--- config.mk ---
export PLATFORM = sky130hd
export DESIGN_NAME = instr_fetch
export DESIGN_NICKNAME = d
export VERILOG_FILES = /design/src/rtl/scpu_pkg.sv /design/src/rtl/fetch_pc_gen.sv /design/src/rtl/instr_fetch.sv
export SDC_FILE = /design/constraint.sdc
export NUM_CORES = 1
export LEC_CHECK = 0
export CAP_MARGIN = 5
export CORE_MARGIN = 1.5
export CORE_UTILIZATION = 40
export CTS_CLUSTER_DIAMETER = 80
export DETAILED_ROUTE_END_ITERATION = 6
export PLACE_DENSITY = 0.74
export SYNTH_ARGS = -nofsm -noshare
export SYNTH_HDL_FRONTEND = slang
export SYNTH_SLANG_ARGS = --single-unit
--- constraint.sdc ---
create_clock -name clk -period 2.4 [get_ports clk]
set_input_delay 0.36 -clock clk [delete_from_list [all_inputs] [get_ports clk]]
set_output_delay 0.36 -clock clk [all_outputs]
set_load 0.02 [all_outputs]
--- src/rtl/scpu_pkg.sv ---
// scpu_pkg
// Shared constants for the small CPU front end: the main opcode field values
// seen by the control decoder, the canonical NOP (addi x0,x0,0) and the
// encoding of the fetch state register.
package scpu_pkg;

    // Major opcodes presented on id_opcode to the main control decoder
    localparam logic [6:0] OP_R  = 7'b0110011;
    localparam logic [6:0] OP_LD = 7'b0000011;
    localparam logic [6:0] OP_I  = 7'b0010011;
    localparam logic [6:0] OP_S  = 7'b0100011;
    localparam logic [6:0] OP_SB = 7'b1100011;

    // addi x0,x0,0 -- what decode sees whenever nothing valid is held
    localparam logic [31:0] NOP_INSTR = 32'h0000_0013;

    // Fetch state encoding {BOOT, FETCH, WAIT, HOLD}
    typedef logic [1:0] fetch_state_t;
    localparam fetch_state_t ST_BOOT  = 2'd0;
    localparam fetch_state_t ST_FETCH = 2'd1;
    localparam fetch_state_t ST_WAIT  = 2'd2;
    localparam fetch_state_t ST_HOLD  = 2'd3;

endpackage

--- src/rtl/fetch_pc_gen.sv ---
// fetch_pc_gen
// Program counter for the fetch stage: holds pc, advances it by 4 when decode
// consumes an instruction, and loads a word-aligned redirect target from
// execute. Flags a misaligned redirect target with a one-cycle pulse.
//
// Ports:
//   clk, rst_n      clock / async active-low reset
//   advance         decode consumed the held instruction, step pc by 4
//   redirect_valid  load redirect target (wins over advance)
//   redirect_pc     redirect target, low two bits dropped
//   pc              current fetch pc
//   misalign_err    one-cycle pulse, redirect target had nonzero low bits
module fetch_pc_gen
    import scpu_pkg::*;
#(
    parameter int              XLEN     = 32,
    parameter logic [XLEN-1:0] RESET_PC = '0
) (
    input  logic            clk,
    input  logic            rst_n,
    input  logic            advance,
    input  logic            redirect_valid,
    input  logic [XLEN-1:0] redirect_pc,
    output logic [XLEN-1:0] pc,
    output logic            misalign_err
);

    localparam logic [XLEN-1:0] PC_STEP = XLEN'(4);

    // Redirect beats sequential advance; the increment wraps at 2^XLEN.
    always_ff @(posedge clk or negedge rst_n) begin
        if (!rst_n) begin
            pc           <= RESET_PC;
            misalign_err <= 1'b0;
        end else begin
            misalign_err <= redirect_valid && (redirect_pc[1:0] != 2'b00);
            if (redirect_valid) begin
                pc <= {redirect_pc[XLEN-1:2], 2'b00};
            end else if (advance) begin
                pc <= pc + PC_STEP;
            end
        end
    end

endmodule

--- src/rtl/instr_fetch.sv ---
// instr_fetch
// Fetch stage in front of the main opcode decoder. Issues one outstanding
// request at a time to instruction memory (req/gnt/rvalid), holds the returned
// word for decode under valid/ready, and accepts redirects from execute,
// discarding any fetch that was already in flight.
//
// Ports:
//   clk, rst_n                      clock / async active-low reset
//   imem_req, imem_addr             request and word-aligned address
//   imem_gnt, imem_rvalid, imem_rdata  memory accept, response valid, data
//   redirect_valid, redirect_pc     branch/jump from execute
//   id_valid, id_ready              handshake to decode
//   id_pc, id_instr, id_opcode      instruction (and its opcode) to decode
//   misalign_err                    pulse on misaligned redirect target
module instr_fetch #(
    parameter int              XLEN      = 32,
    parameter logic [XLEN-1:0] RESET_PC  = 32'h0000_0000,
    parameter logic [31:0]     NOP_INSTR = scpu_pkg::NOP_INSTR
) (
    input  logic            clk,
    input  logic            rst_n,
    output logic            imem_req,
    output logic [XLEN-1:0] imem_addr,
    input  logic            imem_gnt,
    input  logic            imem_rvalid,
    input  logic [31:0]     imem_rdata,
    input  logic            redirect_valid,
    input  logic [XLEN-1:0] redirect_pc,
    output logic            id_valid,
    input  logic            id_ready,
    output logic [XLEN-1:0] id_pc,
    output logic [31:0]     id_instr,
    output logic [6:0]      id_opcode,
    output logic            misalign_err
);

    import scpu_pkg::*;

    fetch_state_t    state;
    logic            kill;
    logic            advance;
    logic [XLEN-1:0] pc;

    // Only a genuine consume steps the pc; a redirect in the same cycle wins.
    assign advance = (state == ST_HOLD) && id_ready && !redirect_valid;

    fetch_pc_gen #(
        .XLEN     (XLEN),
        .RESET_PC (RESET_PC)
    ) u_pc_gen (
        .clk            (clk),
        .rst_n          (rst_n),
        .advance        (advance),
        .redirect_valid (redirect_valid),
        .redirect_pc    (redirect_pc),
        .pc             (pc),
        .misalign_err   (misalign_err)
    );

    assign imem_req  = (state == ST_FETCH);
    assign imem_addr = pc;
    assign id_opcode = id_instr[6:0];

    // kill marks an accepted request whose response must be thrown away
    // because a redirect arrived after the memory granted it.
    always_ff @(posedge clk or negedge rst_n) begin
        if (!rst_n) begin
            state    <= ST_BOOT;
            kill     <= 1'b0;
            id_valid <= 1'b0;
            id_instr <= NOP_INSTR;
            id_pc    <= RESET_PC;
        end else begin
            case (state)
                ST_BOOT: begin
                    state <= ST_FETCH;
                end
                ST_FETCH: begin
                    if (imem_gnt) begin
                        kill  <= redirect_valid;
                        state <= ST_WAIT;
                    end
                end
                ST_WAIT: begin
                    if (imem_rvalid) begin
                        if (kill || redirect_valid) begin
                            kill  <= 1'b0;
                            state <= ST_FETCH;
                        end else begin
                            id_instr <= imem_rdata;
                            id_pc    <= pc;
                            id_valid <= 1'b1;
                            state    <= ST_HOLD;
                        end
                    end else if (redirect_valid) begin
                        kill <= 1'b1;
                    end
                end
                ST_HOLD: begin
                    if (redirect_valid || id_ready) begin
                        id_valid <= 1'b0;
                        id_instr <= NOP_INSTR;
                        state    <= ST_FETCH;
                    end
                end
                default: begin
                    state <= ST_BOOT;
                end
            endcase
        end
    end

endmodule
=== Word level (Yosys, flattened, before mapping) ===
Index checks and enable logic that the tools add are counted.

* Register bits after elaboration: 101
* Latch bits: 0
* Bits in writable memories: 0
* Bits in read-only memories: 0
* Word-level logic and storage cells: 53
* Memories: 0

* Add/sub/neg operators: 1
* Multiply operators: 0
* Divide/modulo/power cells: 0
* $lt $le $gt $ge: 0
* Eq/ne operators: 9
* Shift operators: 0
* Mux-type cells: 20
* Bitwise operators: 1
* Reductions and logical operators: 15

{| class="wikitable"
|+ Operators with widths
! operator !! number
|-
| 32-bit 2-to-1 mux || 5
|-
| 32-bit case mux with 2 select lines || 1
|-
| 32-bit by 3-bit adder with 32-bit output, second input constant || 1
|-
| 2-bit 2-to-1 mux || 4
|-
| 2-bit case mux with 4 select lines || 1
|-
| 4-bit AND reduction || 2
|-
| 2-bit nonzero test || 4
|-
| 1-bit 2-to-1 mux || 7
|-
| 3-bit != test, second input constant || 2
|-
| 3-bit AND reduction || 2
|-
| 2-bit equality test, second input constant || 2
|-
| 2-bit by 1-bit != test with 1-bit output, second input constant || 2
|-
| 2-bit != test, second input constant || 2
|-
| 1-bit case mux with 2 select lines || 2
|-
| 1-bit logical AND || 3
|-
| 2-bit by 1-bit equality test with 1-bit output, second input constant || 1
|-
| 2-bit zero test || 1
|-
| 1-bit logical OR || 2
|-
| 1-bit zero test || 1
|-
| 1-bit NOT || 1
|}

=== Logic depth before layout (Yosys ltp) ===
Gate-level depths: netlist of run 1.

* Depth after elaboration: 5
* Mapped depth: 8
* Depth with buffers taken out: 6

=== Cells and area by module ===
A second synthesis of run 1 with hierarchy kept.

* Cell total of the unflattened synthesis: 420
* Area, all modules: 4991.0 um^2

{| class="wikitable"
|+ Modules (own cells, without submodules)
! module !! times used !! cells an instance !! area an instance (um^2) !! sequential area each (um^2)
|-
| instr_fetch || 1 || 216 || 3179.3 || 1705.4
|-
| fetch_pc_gen || 1 || 204 || 1811.7 || 775.7
|}

=== Worst setup path before layout of run 1 ===
No wires, ideal clock.

* Path type: register to register
* Start point: register u_pc_gen.pc[2]
* End point: register u_pc_gen.pc[28]
* Data arrival time: 2.003 ns
* Data required time: 2.259 ns
* Path slack: 0.256 ns
* Cell stages (with the launch flop): 7
* Buffers on the path: 1
* Period minus slack after synthesis: 2.144 ns
* Cell sequence: dfrtp_1 ha_1 and4_1 or4b_1 buf_2 o41ai_1 a31oi_1

* Word-level cells in the longest chain between the ends: 3

{| class="wikitable"
|+ Ends and longest elaborated chain
! item !! RTL line !! source
|-
| from (decl) || fetch_pc_gen.sv:24 || <nowiki>output logic [XLEN-1:0] pc,</nowiki>
|-
| from (signal assigned) || fetch_pc_gen.sv:38 || <nowiki>pc <= {redirect_pc[XLEN-1:2], 2'b00};</nowiki>
|-
| from (signal assigned) || fetch_pc_gen.sv:40 || <nowiki>pc <= pc + PC_STEP;</nowiki>
|-
| 32-bit by 3-bit adder with 32-bit output || fetch_pc_gen.sv:40 ||
|-
| 32-bit 2-to-1 mux || fetch_pc_gen.sv:39 || <nowiki>end else if (advance) begin</nowiki>
|-
| 32-bit 2-to-1 mux || fetch_pc_gen.sv:37 || <nowiki>if (redirect_valid) begin</nowiki>
|}

Every way passes these cells. The select of a mux whose other input is x is not followed.
A chain may end at the register's enable or synchronous reset.

=== Final worst setup path of run 1 ===
* Start point: register state[0]
* End point: register u_pc_gen.pc[30]

* Word-level cells in the longest chain between the ends: 4

{| class="wikitable"
|+ Ends and longest elaborated chain
! item !! RTL line !! source
|-
| from (decl) || instr_fetch.sv:39 || <nowiki>fetch_state_t state;</nowiki>
|-
| from (signal assigned) || instr_fetch.sv:68 || <nowiki>state <= ST_BOOT;</nowiki>
|-
| from (signal assigned) || instr_fetch.sv:76 || <nowiki>state <= ST_FETCH;</nowiki>
|-
| from (signal assigned) || instr_fetch.sv:81 || <nowiki>state <= ST_WAIT;</nowiki>
|-
| 2-bit equality test || instr_fetch.sv:45 || <nowiki>assign advance = (state == ST_HOLD) && id_ready && !redirect_valid;</nowiki>
|-
| 1-bit logical AND (2 in series) || instr_fetch.sv:45 ||
|-
| 2-bit nonzero test (no source line) || - ||
|}

Every way passes these cells.

==> results of run 1 <==
## power breakdown
group	switching (mW)	leakage, nW	internal [mW]
Sequential	0.358	1.20	2.20
Combinational	1.63	1.52	1.56
Clock	0.565	0.107	0.568
Total	2.56	2.82	4.33
## logic make-up after synthesis
kind of cell             after synthesis  synth area share
other                                  1          0.000835
flip-flops                            97             0.542
buffers and inverters                 43            0.0474
multiplexers                          34            0.0844
adder cells (fa/ha/maj)                5            0.0139
XOR/XNOR                              12            0.0234
AO/OA/AOI/OAI                         84             0.107
AND/OR/NAND/NOR                      169             0.182
## cell type report
type	instances	area share
Timing Repair Buffer	194	0.289
Sequential cell	97	0.366
Tap cell	140	0.0264
Clock inverter	2	0.00527
Clock buffer	14	0.0260
Multi-Input combinational cell	308	0.283
Inverter	8	0.00452
## metal layers
layer  routed length, µm  track usage
met3                 993       0.0652
met2                5930        0.354
met5                   0            0
met1                4960        0.247
met4                 161       0.0761
## timing repair
item / CTS / global route
endpoints found under the setup margin: 0 / 4
resized for setup: 0 / 1
hold buffers: 1 / 0
hold endpoints to repair: 24 / 0
## worst max-delay path, delay by kind of cell (launching register included)
| family | cells | cell delay (ns) |
|---|---|---|
| and+or+nand+nor | 3 | 1.10 |
| DFF | 1 | 0.43 |
| adders and majority gates | 1 | 0.26 |
| buffers and inverters | 1 | 0.19 |
| AOI/OAI and AO/OA | 1 | 0.19 |
## cell usage in the layout (no fill, tap or decap), types with 2 or more instances in the layout
master and instances:
sky130_fd_sc_hd__mux2i_1 3, sky130_fd_sc_hd__nor2_1 26, sky130_fd_sc_hd__and3_1 5, sky130_fd_sc_hd__o31ai_1 5
sky130_fd_sc_hd__mux2_2 31, sky130_fd_sc_hd__clkdlybuf4s50_1 170, sky130_fd_sc_hd__nor3_1 3, sky130_fd_sc_hd__or4b_1 3
sky130_fd_sc_hd__dfrtp_1 94, sky130_fd_sc_hd__clkbuf_1 2, sky130_fd_sc_hd__dfstp_2 3, sky130_fd_sc_hd__buf_12 3
sky130_fd_sc_hd__ha_1 4, sky130_fd_sc_hd__nor3b_1 2, sky130_fd_sc_hd__nand4_1 9, sky130_fd_sc_hd__xor2_1 4
sky130_fd_sc_hd__nand3_1 13, sky130_fd_sc_hd__clkbuf_8 12, sky130_fd_sc_hd__or3_1 9, sky130_fd_sc_hd__nand2_1 81
sky130_fd_sc_hd__conb_1 4, sky130_fd_sc_hd__xnor2_1 8, sky130_fd_sc_hd__inv_1 7, sky130_fd_sc_hd__nor2b_1 2
sky130_fd_sc_hd__or4_1 7, sky130_fd_sc_hd__a31oi_1 17, sky130_fd_sc_hd__buf_4 20, sky130_fd_sc_hd__o21ai_0 56
sky130_fd_sc_hd__o41ai_1 3
## state kept, by name, summed over array words and instances (netlist names)
signal                 cells
u_pc_gen.pc               30
u_pc_gen.misalign_err      1
id_instr                  32
id_pc                     30
id_valid                   1
state                      2
kill                       1
## through the flow
stage	utilization	instance area, µm²	setup WS (ns)	total power, mW	hold WS [ns]
2_1_floorplan	-	4500	0.256	4.23	0.0644
3_3_place_gp	0.590	6420	0.00449	5.72	0.287
3_5_place_dp	0.590	6420	-0.0356	5.82	0.294
6_report	0.610	6640	0.157	6.89	0.444
4_1_cts	0.610	6640	0.113	6.97	0.444
5_1_grt	0.610	6640	0.0300	7.32	0.458
## worst paths after layout
kind	cells past startpoint	start	end
max in group asynchronous	3	rst_n	id_instr[0]$_DFFE_PN1P_
min	2	rst_n	id_pc[24]$_DFFE_PN0P_
min in group clk	2	id_instr[21]$_DFFE_PN0P_	id_instr[21]$_DFFE_PN0P_
max reg2reg	6	state[0]$_DFFE_PN0P_	u_pc_gen.pc[30]$_DFFE_PN0P_
max	6	state[0]$_DFFE_PN0P_	u_pc_gen.pc[30]$_DFFE_PN0P_
min reg2reg	2	id_instr[21]$_DFFE_PN0P_	id_instr[21]$_DFFE_PN0P_
==> Flow_metrics.wiki, run 1 <==
{| class="wikitable"
! Metric !! Value
|-
| Number of sinks on the clock net || 97
|-
| Leak || 2.82 nW
|-
| WL per Instance || 15.8 µm
|-
| Clock root buffer master || sky130_fd_sc_hd__clkbuf_8
|-
| Core area || 0.0109 mm²
|-
| Fraction of the cycle the final worst path needs || 0.935
|-
| Clock Latency Late Sink || 0.36 ns
|-
| Largest vdd supply drop || around 0.70 mV
|-
| Startpoint kind of the worst setup timing path || register
|-
| Type of the setup path with the least slack || reg2reg
|-
| Max capacitance violation total || 0
|-
| Slew @ Worst Pin || 0.593 ns
|-
| Wire length of the first global-routing pass || 19,000 µm
|-
| Fin. max-slew vios || 0
|-
| Footprint of the multi-input gates || 0.00188 mm²
|-
| Flops & latches, synth || 97
|-
| Gate count of the mapped netlist || 445
|-
| Final WL || 12,000 µm
|-
| Number of hold violations in the final report || 0
|-
| Synth Warn # || 0
|-
| Post-CTS setup buffers || 0
|-
| Arrival time of data at the critical path endpoint || approximately 2.5 ns
|-
| Gp weighted congestion || 0.814
|-
| Top post-synthesis cells by count || 94 x sky130_fd_sc_hd__dfrtp_1, 81 x sky130_fd_sc_hd__nand2_1, 56 x sky130_fd_sc_hd__o21ai_0
|-
| Proportion of synthesized flip-flops having asynchronous set or reset || 1.00
|-
| Count of nets after finishing || between 600 and 700
|-
| Kind of end point of the critical path || register
|-
| HPWL after detailed placement || 8910 µm
|-
| Height of the die || 109 µm
|-
| Clock tree buffer depth || 2
|-
| Max-Slew Margin vs Limit || 0.604
|-
| Number of flops mapped to enable cells by yosys || 0
|-
| Number of port buffers || 171
|-
| Critical path data required time || between 2 and 3 ns
|-
| Synthesis-to-layout area growth || 48.0%
|-
| Boundary Pins || around 180
|-
| Maximum clock skew at final layout || 0.00791 ns
|-
| Number of antenna violations at the first check in global routing || 0
|-
| Final Setup Violations || 0
|-
| Period minus WS final || between 2 and 2.5 ns
|-
| Initial DRC count || 118
|-
| Die width || 109 µm
|-
| Setup TNS || 0 ns
|-
| CP max-delay cell || sky130_fd_sc_hd__or4b_1
|-
| Status || complete, no violations
|-
| DRT antenna net count || 0
|-
| Slack of the worst reg-to-reg path || roughly 0.16 ns
|-
| Number of cells in the finished layout apart from fillers || about 760
|-
| Critical Path, Cell by Cell || ha_2, and4_1, or4b_1, buf_4, or4b_1, a31oi_1
|-
| Combined global-route utilization of all metal layers || 0.209
|-
| Area of the die || 0.0119 mm²
|-
| CTS clock-pin slew for the worst setup and hold paths || 0.09 ns
|-
| HP Class || in2async
|-
| DR vias/cell || approximately 5.1
|-
| Most numerous cell in the Yosys netlist || sky130_fd_sc_hd__dfrtp_1
|-
| Vias in the first global route || 3,938
|-
| Leftover overflow at the end of global routing || 0
|-
| Synthesized area divided by synthesized cell count || 10.1 µm²
|-
| Area of all sequential standard cells || 0.00243 mm²
|-
| Filler cell count in the final layout || just over 900
|-
| Dominant cells by area after synthesis || sky130_fd_sc_hd__dfrtp_1 52%, sky130_fd_sc_hd__mux2_2 7.8%, sky130_fd_sc_hd__nand2_1 6.8%, sky130_fd_sc_hd__o21ai_0 6.2%, sky130_fd_sc_hd__a31oi_1 2.4%
|-
| Residual DRC || 0
|-
| Drt pass-1 iters || 4
|-
| Total number of vias || 3,912
|-
| Depth of the CTS H-tree || 3
|-
| Distinct cells, synth || 42
|-
| Unrepaired setup endpoints after global routing || false
|-
| TritonCTS clock tree || done
|-
| Dominant cell type by area after synthesis || sky130_fd_sc_hd__dfrtp_1
|-
| Cts bufs inserted || 9
|-
| Pwr/cell area || 1040 mW/mm²
|-
| Sequential share of the synthesized area || 0.542
|-
| Critical Path Max Stage Delay || 0.46 ns
|-
| Commonest register cell after synthesis || sky130_fd_sc_hd__dfrtp_1
|-
| Top cell by count, worst path || sky130_fd_sc_hd__or4b_1
|-
| Pin count of the biggest net entering global routing || 67
|-
| Maximum fanout along the worst path || 11
|-
| Effective utilization at floorplan || 0.412
|-
| Cell area after synthesis || 0.00449 mm²
|-
| Area share of the largest cell type after synthesis || 0.524
|-
| ANT cells || 0
|-
| Achievable frequency || 0.446 GHz
|-
| Share of final-layout standard cells stronger than drive strength 1 || 0.125
|-
| Placed cells || 746
|-
| Rows || 38
|}
No activity file was read; power rests on OpenSTA's default activity.
==> run 2: changes to the inputs <==
CORE_ASPECT_RATIO = 0.8   (was not set)
CTS_CLUSTER_DIAMETER = 40   (was 80)
==> run 2 against run 1 <==
Against the previous run:
- the flow now finishes with violations (hold timing)
- first-iteration DRC count grew 66%
- register-to-register slack gained 0.03 ns
- global-route usage shrank 0.29 points
==> Flow_metrics.wiki, run 2 (synthesis gave the netlist of run 1 again) <==
{| class="wikitable"
! Metric !! Value
|-
| Synthesis-to-layout area growth || 50.7% (was 48.0%)
|-
| Clock root buffer master || sky130_fd_sc_hd__clkbuf_16 (was sky130_fd_sc_hd__clkbuf_8)
|-
| Max-Slew Margin vs Limit || 0.598 (was 0.604)
|-
| Violated checks || hold timing
|-
| Final core utilization || 0.621 (was 0.610)
|-
| Achievable frequency || 0.453 GHz (was 0.446 GHz)
|-
| Kind of end point of the critical path || register (unchanged)
|-
| Count of nets after finishing || 691 (was 693)
|-
| Area of all sequential standard cells || 0.00243 mm² (unchanged)
|-
| DR vias/cell || 5.21 (was 5.13)
|-
| Overall power consumption || 7.40 mW (was 6.89 mW)
|-
| Post-layout worst setup margin || 0.191 ns (was 0.157 ns)
|-
| Slew @ Worst Pin || 0.602 ns (was 0.593 ns)
|-
| Number of antenna violations at the first check in global routing || 0 (unchanged)
|-
| Unrepaired setup endpoints after global routing || false (unchanged)
|-
| Number of cells in the finished layout apart from fillers || 765 (was 763)
|-
| Depth of the CTS H-tree || 3 (unchanged)
|-
| Total number of vias || 3,982 (was 3,912)
|-
| Height of the die || 97.8 µm (was 109 µm)
|-
| Maximum clock skew at final layout || 0.00778 ns (was 0.00791 ns)
|-
| Leftover overflow at the end of global routing || 0 (unchanged)
|-
| Clock Latency Late Sink || 0.34 ns (was 0.36 ns)
|-
| Die width || 121 µm (was 109 µm)
|-
| Number of hold violations in the final report || 2 (was 0)
|-
| Arrival time of data at the critical path endpoint || 2.47 ns (was 2.52 ns)
|-
| Total of hold buffers inserted after clock tree synthesis || 0 (was 1)
|-
| Drt pass-1 iters || 5 (was 4)
|-
| Post-detailed-placement cell area || 0.00642 mm² (about the same)
|-
| Commonest non-fill, non-tap cell in the layout || sky130_fd_sc_hd__clkdlybuf4s50_1 (unchanged)
|-
| Register with the most flip-flops || id_instr (unchanged)
|-
| Total of cells resized after clock tree synthesis || 0 (unchanged)
|-
| Maximum fanout along the worst path || 14 (was 11)
|-
| Setup TNS || 0 ns (unchanged)
|-
| Total non-filler cell area in the finished layout || 0.00676 mm² (was 0.00664 mm²)
|-
| Pwr/cell area || 1090 mW/mm² (was 1040 mW/mm²)
|-
| Effective utilization at floorplan || 0.412 (about the same)
|-
| Number of port buffers || 171 (unchanged)
|-
| Max capacitance violation total || 0 (unchanged)
|-
| Fraction of the cycle the final worst path needs || 0.921 (was 0.935)
|-
| Final WL || 11,700 µm (was 12,000 µm)
|-
| Status || finished with violations (was complete, no violations)
|-
| Boundary Pins || 176 (unchanged)
|-
| HP Class || in2async (unchanged)
|-
| Critical path data required time || 2.66 ns (was 2.68 ns)
|-
| Worst hold margin || -0.00125 ns (was 0.444 ns)
|-
| Placed cells || 749 (was 746)
|-
| Leak || 2.87 nW (was 2.82 nW)
|-
| Gp weighted congestion || 0.809 (was 0.814)
|-
| Footprint of the multi-input gates || 0.00187 mm² (was 0.00188 mm²)
|-
| Number of sinks on the clock net || 97 (unchanged)
|-
| Clock tree buffer depth || 2 (unchanged)
|-
| ANT cells || 0 (unchanged)
|-
| DRT antenna net count || 0 (unchanged)
|-
| Combined global-route utilization of all metal layers || 0.206 (was 0.209)
|-
| Startpoint kind of the worst setup timing path || register (unchanged)
|-
| Rows || 34 (was 38)
|-
| Registers with the most flip-flops || id_instr: 32 flops, id_pc: 30 flops, u_pc_gen.pc: 30 flops (unchanged)
|-
| Share of final-layout standard cells stronger than drive strength 1 || 0.124 (was 0.125)
|-
| Initial DRC count || 196 (was 118)
|-
| Area of the die || 0.0119 mm² (about the same)
|-
| Type of the setup path with the least slack || reg2reg (unchanged)
|-
| Cts bufs inserted || 9 (unchanged)
|-
| Post-CTS setup buffers || 0 (unchanged)
|-
| HPWL after detailed placement || 8450 µm (was 8910 µm)
|-
| Residual DRC || 0 (unchanged)
|-
| Vias in the first global route || 3,824 (was 3,938)
|-
| Period minus WS final || 2.21 ns (was 2.24 ns)
|-
| Final Setup Violations || 0 (unchanged)
|-
| Fin. max-slew vios || 0 (unchanged)
|-
| Filler cell count in the final layout || 929 (was 928)
|-
| CTS clock-pin slew for the worst setup and hold paths || 0.07 ns (was 0.09 ns)
|-
| WL per Instance || 15.3 µm (was 15.8 µm)
|-
| Core area || 0.0109 mm² (about the same)
|-
| TritonCTS clock tree || done (unchanged)
|-
| Largest register FFs || 32 (unchanged)
|-
| Largest vdd supply drop || 0.704 mV (was 0.696 mV)
|-
| Most frequent cells in the layout || 170 x sky130_fd_sc_hd__clkdlybuf4s50_1, 94 x sky130_fd_sc_hd__dfrtp_1, 81 x sky130_fd_sc_hd__nand2_1 (unchanged)
|-
| Placement Setup Slack || -0.110 ns (was -0.0356 ns)
|-
| Wire length of the first global-routing pass || 19,300 µm (was 19,000 µm)
|-
| Pin count of the biggest net entering global routing || 67 (unchanged)
|}
[run 2: cell types whose count changed in the layout (fill, tap and decap cells not counted), sizes merged]
cell         change
buf              -1
bufinv           +2
clkbuf           -4
clkinvlp         +1
dlygate4sd3      -1
inv              +1
[run 2: where the power goes]
part           internal, mW  switching, mW  total (mW)
clock                  1.02          0.627        1.65
sequential             2.20          0.360        2.56
combinational          1.56           1.62        3.19
total                  4.79           2.61        7.40
[run 2: path summary, 6_finish.rpt]
| path | start | to | slack, ns | cells past startpoint |
|---|---|---|---|---|
| worst min-delay path | rst_n | u_pc_gen.misalign_err$_DFF_PN0_ | -0.001 | 1 |
| worst min register to register | id_instr[26]$_DFFE_PN0P_ | id_instr[26]$_DFFE_PN0P_ | 0.48 | 2 |
| worst max-delay path | state[0]$_DFFE_PN0P_ | u_pc_gen.pc[30]$_DFFE_PN0P_ | 0.19 | 6 |
| min in group clk | id_instr[26]$_DFFE_PN0P_ | id_instr[26]$_DFFE_PN0P_ | 0.48 | 2 |
| max in group asynchronous | rst_n | id_instr[1]$_DFFE_PN1P_ | 1.73 | 2 |
| worst max register to register | state[0]$_DFFE_PN0P_ | u_pc_gen.pc[30]$_DFFE_PN0P_ | 0.19 | 6 |
[run 2: area by class of cell]
cell class / count / area share
clock buffers: 10 / 0.0339
clock inverters: 6 / 0.0170
inverters: 8 / 0.00444
multi-input cells: 308 / 0.277
flip-flops and latches: 97 / 0.359
well taps: 144 / 0.0266
repair buffers: 192 / 0.282
[run 2: critical path, stage by stage, from the launching register on]
cell,delay (ns)
sky130_fd_sc_hd__dfrtp_1,0.41
sky130_fd_sc_hd__ha_1,0.21
sky130_fd_sc_hd__and4_1,0.21
sky130_fd_sc_hd__or4b_1,0.45
sky130_fd_sc_hd__buf_4,0.20
sky130_fd_sc_hd__or4b_1,0.46
sky130_fd_sc_hd__a31oi_1,0.19
[run 2: metal layers]
metal / routed length (µm) / vias to the layer above / global-route usage
met5: 0 / - / 0
met2: 5280 / 160 / 0.318
met3: 1110 / 18 / 0.0794
met1: 5100 / 1912 / 0.268
li1: - / 1892 / -
met4: 199 / 0 / 0.0624
